<file path="config.mk">
export PLATFORM = sky130hd
export DESIGN_NAME = pattern_dac_seq
export DESIGN_NICKNAME = d
export VERILOG_FILES = /design/src/rtl/pattern_dac_seq.sv
export SDC_FILE = /design/constraint.sdc
export NUM_CORES = 1
export LEC_CHECK = 0
export CAP_MARGIN = 20
export CORE_MARGIN = 1
export CORE_UTILIZATION = 40
export DETAILED_ROUTE_END_ITERATION = 8
export SLEW_MARGIN = 20
export SYNTH_ARGS = -nofsm -noshare
export SYNTH_HDL_FRONTEND = slang
export SYNTH_SLANG_ARGS = --single-unit
export TNS_END_PERCENT = 20
</file>
<file path="constraint.sdc">
create_clock -name clk -period 8.5 [get_ports clk]
set_input_delay 1.7 -clock clk [delete_from_list [all_inputs] [get_ports clk]]
set_output_delay 1.7 -clock clk [all_outputs]
set_load 0.02 [all_outputs]
</file>
<file path="src/rtl/pattern_dac_seq.sv">
// Multi-level pattern sequencer for an AD974x DAC bus: plays a stored amplitude pattern with
// per-step dwell, inter-burst gap and burst count. Optional macro: PAT_OFFSET_BIN_EN.
module pattern_dac_seq #(
    parameter int                   DAC_WIDTH = 8,
    parameter int                   DEPTH     = 8,
    parameter int                   DWELL_W   = 8,
    parameter int                   GAP_W     = 16,
    parameter int                   BURST_W   = 8,
    parameter logic [DAC_WIDTH-1:0] IDLE_CODE = '0,
    localparam int                  AW        = $clog2(DEPTH)
) (
    input  logic                 clk,
    input  logic                 rst,
    input  logic                 wr_en,
    input  logic [AW-1:0]        wr_addr,
    input  logic [DAC_WIDTH-1:0] wr_data,
    input  logic                 en,
    input  logic                 abort,
    input  logic [AW:0]          pat_len,
    input  logic [DWELL_W-1:0]   dwell,
    input  logic [GAP_W-1:0]     gap,
    input  logic [BURST_W-1:0]   burst_num,
    output logic [DAC_WIDTH-1:0] dac_data,
    output logic                 busy,
    output logic                 burst_done,
    output logic                 done,
    output logic                 wr_err,
    output logic [1:0]           dbg_state
);

`ifdef PAT_OFFSET_BIN_EN
    localparam logic [DAC_WIDTH-1:0] CODE_XOR = {1'b1, {(DAC_WIDTH-1){1'b0}}};
`else
    localparam logic [DAC_WIDTH-1:0] CODE_XOR = '0;
`endif
    localparam logic [DAC_WIDTH-1:0] IDLE_OUT = IDLE_CODE ^ CODE_XOR;
    localparam logic [AW:0]          LEN_ONE  = (AW+1)'(1);
    localparam logic [AW:0]          LEN_MAX  = (AW+1)'(DEPTH);

    typedef enum logic [1:0] {S_IDLE, S_PLAY, S_GAP, S_FINISH} state_t;

    state_t               r_state, w_state_nxt;
    logic [DAC_WIDTH-1:0] r_pat [DEPTH];
    logic [AW-1:0]        r_step, w_step_nxt;
    logic [DWELL_W-1:0]   r_dwell_cnt, w_dwell_nxt, r_dwell, w_dwell_use;
    logic [GAP_W-1:0]     r_gap_cnt, w_gap_nxt, r_gap;
    logic [BURST_W-1:0]   r_burst_cnt, w_burst_cnt_nxt, r_burst_num, w_burst_inc;
    logic [AW:0]          r_len, w_len_clamped, w_len_use;
    logic [DAC_WIDTH-1:0] r_dac, w_dac_nxt;
    logic                 r_busy, r_burst_done, r_done, r_wr_err, r_en_d, r_stop_req;
    logic                 w_bd_nxt, w_step_end, w_burst_end, w_last_burst, w_gap_end, w_load;
    logic [31:0]          w_len_in, w_wr_idx;

    assign w_len_in = 32'(pat_len);
    assign w_wr_idx = 32'(wr_addr);

    always_comb begin
        w_len_clamped = pat_len;
        if (w_len_in == 32'd0)
            w_len_clamped = LEN_ONE;
        else if (w_len_in > 32'(DEPTH))
            w_len_clamped = LEN_MAX;
    end

    // Counters describe the sample currently on dac_data.
    assign w_step_end   = (r_dwell_cnt == r_dwell);
    assign w_burst_end  = w_step_end && ({1'b0, r_step} == r_len - LEN_ONE);
    assign w_burst_inc  = r_burst_cnt + 1'b1;
    assign w_last_burst = (r_burst_num != '0) && (w_burst_inc == r_burst_num);
    assign w_gap_end    = (r_gap_cnt == r_gap - 1'b1);
    assign w_load       = (r_state == S_IDLE) && en;
    assign w_dwell_use  = (r_state == S_IDLE) ? dwell : r_dwell;
    assign w_len_use    = (r_state == S_IDLE) ? w_len_clamped : r_len;

    always_ff @(posedge clk or posedge rst) begin
        if (rst)
            r_state <= S_IDLE;
        else
            r_state <= w_state_nxt;
    end

    always_comb begin
        w_state_nxt = r_state;
        case (r_state)
            S_IDLE:   if (en) w_state_nxt = S_PLAY;
            S_PLAY: begin
                if (abort)
                    w_state_nxt = S_FINISH;
                else if (w_burst_end) begin
                    if (w_last_burst || r_stop_req) w_state_nxt = S_FINISH;
                    else if (r_gap == '0)           w_state_nxt = S_PLAY;
                    else                            w_state_nxt = S_GAP;
                end
            end
            S_GAP: begin
                if (abort || r_stop_req) w_state_nxt = S_FINISH;
                else if (w_gap_end)      w_state_nxt = S_PLAY;
            end
            default:  w_state_nxt = S_IDLE;
        endcase
    end

    always_comb begin
        w_step_nxt      = '0;
        w_dwell_nxt     = '0;
        w_gap_nxt       = '0;
        w_dac_nxt       = IDLE_OUT;
        w_burst_cnt_nxt = r_burst_cnt;
        case (w_state_nxt)
            S_PLAY: begin
                if (r_state == S_PLAY && !w_step_end) begin
                    w_step_nxt  = r_step;
                    w_dwell_nxt = r_dwell_cnt + 1'b1;
                end else if (r_state == S_PLAY && !w_burst_end) begin
                    w_step_nxt  = r_step + 1'b1;
                end
                w_dac_nxt = r_pat[w_step_nxt] ^ CODE_XOR;
            end
            S_GAP: if (r_state == S_GAP) w_gap_nxt = r_gap_cnt + 1'b1;
            default: ;
        endcase
        if (r_state != S_PLAY && r_state != S_GAP)
            w_burst_cnt_nxt = '0;
        else if (r_state == S_PLAY && w_burst_end && !abort)
            w_burst_cnt_nxt = w_burst_inc;
        w_bd_nxt = (w_state_nxt == S_PLAY) && (w_dwell_nxt == w_dwell_use)
                   && ({1'b0, w_step_nxt} == w_len_use - LEN_ONE);
    end

    always_ff @(posedge clk or posedge rst) begin
        if (rst) begin
            r_pat        <= '{default: '0};
            r_step       <= '0;
            r_dwell_cnt  <= '0;
            r_gap_cnt    <= '0;
            r_burst_cnt  <= '0;
            r_len        <= LEN_ONE;
            r_dwell      <= '0;
            r_gap        <= '0;
            r_burst_num  <= '0;
            r_dac        <= IDLE_OUT;
            r_busy       <= 1'b0;
            r_burst_done <= 1'b0;
            r_done       <= 1'b0;
            r_wr_err     <= 1'b0;
            r_en_d       <= 1'b0;
            r_stop_req   <= 1'b0;
        end else begin
            r_step       <= w_step_nxt;
            r_dwell_cnt  <= w_dwell_nxt;
            r_gap_cnt    <= w_gap_nxt;
            r_burst_cnt  <= w_burst_cnt_nxt;
            r_dac        <= w_dac_nxt;
            r_busy       <= (w_state_nxt == S_PLAY) || (w_state_nxt == S_GAP);
            r_burst_done <= w_bd_nxt;
            r_done       <= (w_state_nxt == S_FINISH);
            r_wr_err     <= wr_en && r_busy;
            r_en_d       <= en;
            r_stop_req   <= (r_state == S_PLAY || r_state == S_GAP) ? (r_stop_req | (r_en_d & ~en)) : 1'b0;
            if (w_load) begin
                r_len       <= w_len_clamped;
                r_dwell     <= dwell;
                r_gap       <= gap;
                r_burst_num <= burst_num;
            end
            // Step 0 is read on the start edge, so a same-edge write to step 0 shows next burst.
            if (wr_en && !r_busy && w_wr_idx < 32'(DEPTH))
                r_pat[wr_addr] <= wr_data;
        end
    end

    assign dac_data   = r_dac;
    assign busy       = r_busy;
    assign burst_done = r_burst_done;
    assign done       = r_done;
    assign wr_err     = r_wr_err;
    assign dbg_state  = r_state;

endmodule

</file>
# Word level (Yosys, flattened, before mapping)
# Index checks and enable logic that the tools add are counted.
[totals]
register_bits = 151
latch_bits = 0
mem_bits_rw = 0
mem_bits_ro = 0
elab_cells = 111
n_memories = 0
[classes]
n_addsub = 7
mul = 0
n_div = 0
order_cmp = 5
eq_ne = 13
shifts = 0
muxes = 30
n_bitwise = 5
n_reduce_logical = 27
[op_table]
columns = ["cell", "n"]
rows = [
  ["8-bit 2-to-1 mux", 9],
  ["64-bit bitwise mux", 1],
  ["32-bit zero test", 1],
  ["16-bit 2-to-1 mux", 2],
  ["8-bit binary-select mux with 3-bit select", 1],
  ["8-bit demux with 3-bit select", 1],
  ["8-bit == test", 3],
  ["16-bit by 1-bit adder with 16-bit output, second input constant", 1],
  ["8-bit by 1-bit adder with 8-bit output, second input constant", 2],
  ["16-bit == test", 1],
  ["16-bit zero test", 1],
  ["16-bit by 1-bit subtractor with 16-bit output, second input constant", 1],
  ["1-bit logical AND", 14],
  ["2-bit 2-to-1 mux", 7],
  ["3-bit 2-to-1 mux", 4],
  ["4-bit 2-to-1 mux", 3],
  ["3-bit by 4-bit == test with 1-bit output", 2],
  ["4-bit greater-or-equal comparator, second input constant", 2],
  ["3-bit inverter with 4-bit output", 2],
  ["8-bit nonzero test", 1],
  ["4-bit by 1-bit subtractor with 4-bit output, second input constant", 2],
  ["2-bit == test, second input constant", 3],
  ["2-bit case mux with 3 select lines", 1],
  ["2-bit by 1-bit == test with 1-bit output, second input constant", 2],
  ["other kinds (14)", 20],
]

# Depth between registers and ports, before layout
# Gate-level depths: netlist (run 1).
[depth]
ltp_word = 15
ltp_mapped = 18

# Worst setup path before layout (run 1)
# Ideal clock, no wire load.
[synth_path]
path_kind = "reg2reg"
startpoint = "register r_gap[3]"
endpoint = "register r_burst_done (netlist: burst_done)"
setup_time_ns = 0.104
t_arrival_ns = 4.096
slack_ns = 4.301
path_stages_with_launch = 17
period_less_slack_ns = 4.199
cell_sequence = "dfrtp_1 or4_1 buf_2 nor3_1 mux2_2 o21ai_1 or4b_1 a21oi_1 or3_1 ha_1 nand2_1 clkbuf_1 a21oi_1 a21oi_1 a2111oi_0 nand4_1 a221oi_1"
[synth_via]
elab_chain_cells = 11
[synth_lines]
columns = ["element", "line_no", "source"]
rows = [
  ["start, declared", "46", "logic [GAP_W-1:0] r_gap_cnt, w_gap_nxt, r_gap;"],
  ["start signal, assigned", "163", "r_gap <= gap;"],
  ["branches (longest 5 deep; another with 16-bit by 1-bit subtractor with 16-bit output)", "n/a", ""],
  ["2-bit case mux with 3 select lines (*)", "84", "case (r_state)"],
  ["via w_state_nxt[0]", "42", "state_t r_state, w_state_nxt;"],
  ["2-bit by 1-bit == test with 1-bit output (*)", "109, 126", ""],
  ["8-bit 2-to-1 mux", "109", "case (w_state_nxt)"],
  ["8-bit == test", "126", "w_bd_nxt = (w_state_nxt == S_PLAY) && (w_dwell_nxt == w_dwell_use)"],
  ["1-bit logical AND", "126", ""],
  ["1-bit logical AND (*)", "127", "&& ({1'b0, w_step_nxt} == w_len_use - LEN_ONE);"],
  ["via w_bd_nxt", "51", "logic w_bd_nxt, w_step_end, w_burst_end, w_last_burst, w_gap_end, w_load;"],
  ["end signal, assigned", "155", "r_burst_done <= w_bd_nxt;"],
  ["end, declared", "50", "logic r_busy, r_burst_done, r_done, r_wr_err, r_en_d, r_stop_req;"],
]
# Mark *: on every way through the listed nets, which the timed path passes.
# A chain may end at the register's enable or synchronous reset.

# Worst setup path in the final report (run 1)
# Ends and elaborated chain as after synthesis.

==> flow_metrics.py, run 1 <==
metrics = {
    "outcome": {
        "outcome": "complete, no violations",
    },
    "power_and_ir_drop": {
        "worst_ir_drop_vdd_mv": 0.142,
        "net-switching-power_w": 0.00111,
        "p_sw_frac": 0.363,
        "p_clk_frac": 0.250,
        "cell_internal_pwr_w": 0.00194,
        "comb_power_share": 0.356,
        "cellLeakagePower_nw": 3.94,
        "sequentialPowerShare": 0.394,
        "power.density_cell_area_mw_per_mm2": 318,
    },
    "clock_tree": {
        "total_clock_buffers_created_by_cts": 17,
        "post_cts.resized_instances": 0,
        "clk_root_buffer_cell": "clkbuf_16",
        "cts_hold_buf": 0,
        "post-cts-setup-buffers": 0,
        "worst_setup_hold_path_clk_slew_ps": 70,
        "clk_path_buf_depth": 2,
        "htreeDepth": 4,
        "cts_tree": "yes",
        "clk-insertion-delay-late_ps": 440,
        "cts.sinks": 151,
    },
    "setup_path": {
        "crit_path_frequent_cell": "a21oi_1",
        "timing.critical_path.slowest_cell_delay_ps": 660,
        "r2r.worst_path.cells": 14,
        "cp_slowest_cell": "or4_1",
        "critical_path_class": "reg -> reg",
        "worst_ep_required_time_ps": 8830,
        "critical_path.reg2reg.endpoint": "burst_done",
        "worst-r2r-setup-slack_ps": 3520,
        "setup.worst_path.start_class": "register",
        "reg2reg_from": "r_gap[3]",
        "worstPathArrival_ps": 5300,
        "crit_path_end_kind": "register",
        "worstPathCellList": "or4_1, nor3_1, mux2_2, o21ai_1, or4b_1, a21oi_1, or3_1, ha_1, nand2_1, a21oi_1, a21oi_1, a2111oi_0, nand4_1, a221oi_1",
        "worstPathMaxFanout": 11,
    },
    "yosys": {
        "synth_xor_area_frac": 0.0792,
        "synth_top_flop_cell": "dfrtp_1",
        "syn_area_sq_mm": 0.00809,
        "syn_avg_cell_area_sq_um": 11.4,
        "synth_edf_count": 0,
        "synth.yosys.seq_area_share": 0.468,
        "synth_top_family_by_area": "multiplexers",
        "yosys_warnings": 0,
        "post_synth_fa_ha_maj_area_fraction": 0.0217,
        "ys_async_sr_fraction": 1.00,
        "synth_compound_area_frac": 0.0924,
        "ys_ff_latch": 151,
        "yosys-mux-area-fraction": 0.177,
        "synth_simple_gate_area_frac": 0.140,
        "synth_cell_types": 71,
        "syn_inst": 707,
        "postSynthNetCount": 773,
    },
    "die": {
        "core.rowCount": 51,
        "die_area_sq_mm": 0.0208,
        "die_y_microns": 144,
        "io_pins": 66,
        "initial_core_util": 0.411,
        "coreArea_sq_mm": 0.0197,
        "die_span_x_microns": 144,
    },
    "detailed_routing": {
        "route.antenna.remaining_nets": 0,
        "drt-vias-per-instance": 5.51,
        "wl_microns": 19000,
        "post-route-drc-count": 0,
        "drt_first_pass_iters": 7,
        "wire_per_inst_microns": 18.1,
        "drt-initial-drc-count": 431,
        "routed_vias": 5764,
    },
    "place": {
        "dp_slack_ps": 3600,
        "port_buffers": 65,
        "dpl.cell_count": 1015,
        "gpl.final_weighted_congestion": 0.888,
        "dp_hpwl_microns": 13000,
    },
    "finish": {
        "n_fill_cell": 1786,
        "finish.utilization": 0.489,
        "layout.cells.non_filler": 1047,
        "num_antenna_cells": 0,
        "drive_above_1_share": 0.212,
        "finalNetCount": 835,
        "sequential_cell_area_sq_mm": 0.00378,
        "multiInputGateArea_sq_mm": 0.00413,
        "area_delta_synth_final_pct": 18.8,
    },
    "sta": {
        "setup_viol": 0,
        "max_freq_mhz": 201,
        "timing_max_transition_violations_final": 0,
        "timing_hold_violations_final": 0,
        "grt_setup_unrepaired": "false",
        "period_minus_slack_ps": 4980,
        "worst_pin_slew_ps": 1060,
        "worst_clock_skew_ps": 19.5,
        "slew_headroom": 0.292,
        "finalCritPeriodShare": 0.585,
        "post-route-worst-setup-slack_ps": 3520,
        "timing.setup.tns_ps": 0,
    },
    "worst_hold_path": {
        "worst_hold_path_type": "reg -> reg",
        "capture_endpoint_of_the_worst_hold_path": "r_pat[47]",
        "hold_path_depth": 1,
        "hold_start": "r_pat[47]",
    },
    "global_route": {
        "largest_net_degree_at_the_start_of_global_routing": 85,
        "grt_antenna_before_repair": 0,
        "grt_pass1_wl_microns": 30800,
        "number_of_global_route_vias_before_repair": 5867,
        "overall_global_routing_usage": 0.195,
        "grt_overflow_total": 0,
    },
    "job": {
        "max_cap_violations": 0,
    },
}
[per-layer routing]
| metal | routed length (microns) | GRT usage |
|---|---|---|
| met4 | 189 | 0.0637 |
| met1 | 8970 | 0.256 |
| met2 | 9140 | 0.324 |
| met3 | 684 | 0.0344 |
| met5 | 0 | 0 |
[metrics by stage]
step	hold WS, ps	total power (W)	area, sq um
2_1_floorplan	466	0.00198	8090
3_3_place_gp	481	0.00226	8980
3_5_place_dp	493	0.00229	8980
4_1_cts	509	0.00307	9600
5_1_grt	520	0.00324	9600
6_report	504	0.00305	9600
[kinds of logic after synthesis]
group | count (synthesis)
adders and majority gates | 14
xor gates and xnor gates | 70
DFF | 151
AOI/OAI and AO/OA | 98
and+or+nand+nor | 206
muxes | 128
buffers and inverters | 40
[cell usage after synthesis, types with 3 or more instances]
cell type / number / area (sq um)
inv_1: 14 / 52.6
nor2b_1: 10 / 62.6
o211ai_1: 4 / 30.0
ha_1: 14 / 175
a21boi_0: 4 / 30.0
o22ai_1: 11 / 68.8
clkbuf_1: 13 / 48.8
a211oi_1: 3 / 22.5
nand2b_1: 8 / 50.1
nor4_1: 11 / 68.8
buf_2: 7 / 35.0
nand4_1: 8 / 50.1
nor2_1: 41 / 154
mux2_2: 115 / 1290
and4_1: 4 / 35.0
or3_1: 7 / 43.8
or4_1: 3 / 22.5
and2_1: 10 / 62.6
nor3_1: 15 / 75.1
nand3b_1: 4 / 30.0
o21a_1: 5 / 37.5
mux2i_1: 12 / 120
xor2_1: 36 / 315
nand3_1: 25 / 125
buf_4: 4 / 30.0
dfrtp_1: 150 / 3750
xnor2_1: 32 / 280
o21ai_0: 15 / 75.1
and3_1: 8 / 50.1
o31ai_1: 5 / 37.5
nand2_1: 36 / 135
a21oi_1: 8 / 40.0
a31oi_1: 4 / 25.0
a222oi_1: 15 / 150
[critical path: cells and delay by family (launching register included)]
kind	cells	cell delay (ps)
adders and majority gates	1	310
and+or+nand+nor	6	2160
DFF	1	450
AOI/OAI and AO/OA	6	1570
muxes	1	380
[worst max path at each step]
stage | startpoint | to | slack [ps] | cells after the start
after floorplan | rst | burst_done | 2740 | 1
after global placement | abort | burst_done | 3850 | 12
after detailed placement | r_gap[3] | burst_done | 3600 | 14
after CTS | r_gap[3] | burst_done | 3600 | 14
after global routing | r_gap[3] | burst_done | 3140 | 14
final | r_gap[3] | burst_done | 3520 | 14
[cells in the final DEF (no fill, tap or decap), types with 13 or more instances in the layout]
master	instances
dfrtp_1	150
mux2_2	115
clkdlybuf4s50_1	65
nor2_1	41
nand2_1	36
xor2_1	36
xnor2_1	32
nand3_1	25
clkbuf_16	17
o21ai_0	15
a222oi_1	15
nor3_1	14
ha_1	14
inv_1	13
[flip-flops by register name, summed over array words and instances (netlist names), 2 cells and up]
register	cells
r_gap	16
r_burst_num	8
dac_data	8
r_dwell	8
r_dwell_cnt	8
r_gap_cnt	16
r_burst_cnt	8
r_len	4
r_pat	64
dbg_state	2
r_step	3
[cell type report]
cell class / instances / area share
timing repair buffer: 69 / 0.0713
tap: 265 / 0.0345
clock inverter: 15 / 0.0202
multi-input combinational: 516 / 0.430
clock buffer: 17 / 0.0443
inverter: 14 / 0.00599
sequential: 151 / 0.394
[power by group through the flow]
stage	Combinational, W	Clock, W	Sequential (W)
2_1_floorplan	0.000828	0	0.00116
6_report	0.00109	0.000762	0.00120
5_1_grt	0.00119	0.000815	0.00124
3_3_place_gp	0.00106	0	0.00119
4_1_cts	0.00109	0.000782	0.00120
3_5_place_dp	0.00108	0	0.00121
(Power assumes the default switching activity.)
==> inputs of run 2 (changes only) <==
==> constraint.sdc (replaced) <==
create_clock -name clk -period 5 [get_ports clk]
set_input_delay 1 -clock clk [delete_from_list [all_inputs] [get_ports clk]]
set_output_delay 1 -clock clk [all_outputs]
set_load 0.02 [all_outputs]
==> run 2 against run 1 <==
Against the previous run: maximum frequency is 7.6% higher; clock power grew 72%; register-to-register slack worse by 3200 ps; worst hold slack is essentially flat; clock-buffer cell count unchanged; first-iteration DRC count down 23%; critical endpoint unchanged; largest cell class unchanged.
==> flow_metrics.py, run 2 (synthesized netlist as in run 1, its figures left out) <==
metrics = {
    "finish": {
        "largest_register_ff_count": 64,
        "area_delta_synth_final_pct": 18.9,
        "largestRegisters": "r_pat (64), r_gap (16), r_gap_cnt (16)",
        "finalNetCount": 835,
        "drive_above_1_share": 0.216,
        "final_cell_mix": "dfrtp_1, mux2_2, clkdlybuf4s50_1, nor2_1, xor2_1",
        "num_antenna_cells": 0,
        "max_flop_register": "r_pat",
        "most_common_cell_after_layout_fill_and_taps_aside": "dfrtp_1",
    },
    "setup_path": {
        "timing.critical_path.slowest_cell_delay_ps": 670,
        "worst-r2r-setup-slack_ps": 370,
        "setup.worst_path.start_class": "register",
        "cell_type_group_with_the_largest_total_delay_on_the_critical_path": "simple AND/OR/NAND/NOR gates",
        "crit_path_frequent_cell": "a21oi_1",
        "worstPathArrival_ps": 4940,
        "reg2reg_from": "r_gap[3]",
        "worstPathCellList": "or4_1, nor3_2, mux2_2, o21ai_1, or4b_1, a21oi_1, or3_1, ha_1, nand2_2, a21oi_1, buf_4, a21oi_1, a2111oi_0, nand4_1, a221oi_1",
        "r2r.worst_path.cells": 15,
        "critical_path_class": "reg -> reg",
        "critical_path.reg2reg.endpoint": "burst_done",
        "cp_slowest_cell": "or4_1",
        "worst_ep_required_time_ps": 5310,
        "worstPathMaxFanout": 11,
        "worst-path-buf-inv": 1,
        "crit_path_end_kind": "register",
    },
    "outcome": {
        "outcome": "complete, no violations",
    },
    "sta": {
        "slew_headroom": 0.295,
        "timing_hold_violations_final": 0,
        "timing.setup.tns_ps": 0,
        "period_minus_slack_ps": 4630,
        "hold-worst-slack_ps": 504,
        "grt_setup_unrepaired": "false",
        "timing_max_transition_violations_final": 0,
        "max_freq_mhz": 216,
        "worst_pin_slew_ps": 1060,
        "post-route-worst-setup-slack_ps": 374,
        "worst_clock_skew_ps": 17.0,
        "finalCritPeriodShare": 0.925,
        "setup_viol": 0,
    },
    "clock_tree": {
        "clk-insertion-delay-late_ps": 430,
        "total_clock_buffers_created_by_cts": 17,
        "cts.sinks": 151,
        "cts_hold_buf": 0,
        "worst_setup_hold_path_clk_slew_ps": 70,
        "cts_tree": "yes",
        "clk_root_buffer_cell": "clkbuf_16",
        "htreeDepth": 4,
        "clk_path_buf_depth": 2,
    },
    "die": {
        "die_span_x_microns": 144,
        "die_y_microns": 144,
        "io_pins": 66,
        "initial_core_util": 0.411,
        "coreArea_sq_mm": 0.0197,
        "die_area_sq_mm": 0.0208,
        "core.rowCount": 51,
    },
    "global_route": {
        "largest_net_degree_at_the_start_of_global_routing": 152,
        "grt_antenna_before_repair": 0,
        "number_of_global_route_vias_before_repair": 5947,
        "grt_overflow_total": 0,
        "grt_pass1_wl_microns": 30800,
        "overall_global_routing_usage": 0.193,
    },
    "detailed_routing": {
        "drt-initial-drc-count": 334,
        "route.antenna.remaining_nets": 0,
        "routed_vias": 5807,
        "wire_per_inst_microns": 18.0,
        "drt_first_pass_iters": 5,
        "wl_microns": 18800,
        "drt-vias-per-instance": 5.55,
        "post-route-drc-count": 0,
    },
    "worst_hold_path": {
        "worst_hold_path_type": "reg -> reg",
        "capture_endpoint_of_the_worst_hold_path": "r_pat[27]",
        "hold_start": "r_pat[27]",
        "hold_path_depth": 1,
    },
    "power_and_ir_drop": {
        "cellLeakagePower_nw": 3.93,
        "worst_ir_drop_vdd_mv": 0.270,
        "power.density_cell_area_mw_per_mm2": 541,
    },
    "place": {
        "port_buffers": 65,
        "dp_slack_ps": 290,
        "gpl.final_weighted_congestion": 0.834,
        "dp_hpwl_microns": 12700,
    },
    "job": {
        "max_cap_violations": 0,
    },
}
[run 2: area by class of cell]
type	instances	area, sq um
Fill cell	1823	10000
Clock buffer	17	425
Multi-Input combinational cell	516	4140
Tap cell	265	332
Clock inverter	15	184
Sequential cell	151	3780
Inverter	14	56.3
Timing Repair Buffer	69	693
[run 2: timing repair]
| item | 4_1_cts | 5_1_grt |
|---|---|---|
| buffers inserted | 0 | 0 |
| setup endpoints to repair | 0 | 1 |
| gates resized for setup | 0 | 2 |
[run 2: layer usage]
layer  vias up  routed length, microns  global-route usage
met5         -                       0                   0
met4         0                     246              0.0659
met3        23                     707              0.0338
met2       126                    8690               0.303
met1      2927                    9190               0.268
li1       2731                       -                   -
[run 2: stage by stage]
| stage | std cells | instance area [sq um] | utilization | power [W] |
|---|---|---|---|---|
| after global routing | 1047 | 9610 | 0.489 | 0.00552 |
| after detailed placement | 1015 | 9000 | 0.458 | 0.00390 |
| after floorplan | 707 | 8090 | - | 0.00337 |
| after CTS | 1047 | 9610 | 0.489 | 0.00523 |
| final | 1047 | 9610 | 0.489 | 0.00520 |
| after global placement | 1015 | 9000 | 0.458 | 0.00383 |
[run 2: how the worst max path moves through the flow]
stage                        start  cells past startpoint    endpoint  slack, ps
final                     r_gap[3]                     15  burst_done        370
after global routing      r_gap[3]                     15  burst_done         10
after floorplan           r_gap[3]                     16  burst_done        800
after global placement    r_gap[3]                     15  burst_done        480
after detailed placement  r_gap[3]                     15  burst_done        290
after CTS                 r_gap[3]                     15  burst_done        250
[run 2: report_power, final]
part / switching (W) / total, W / internal (W) / leakage (nW)
sequential: 0.000365 / 0.00204 / 0.00167 / 1.90
combinational: 0.000897 / 0.00185 / 0.000956 / 1.74
clock: 0.000589 / 0.00131 / 0.000716 / 0.292
total: 0.00185 / 0.00520 / 0.00335 / 3.93
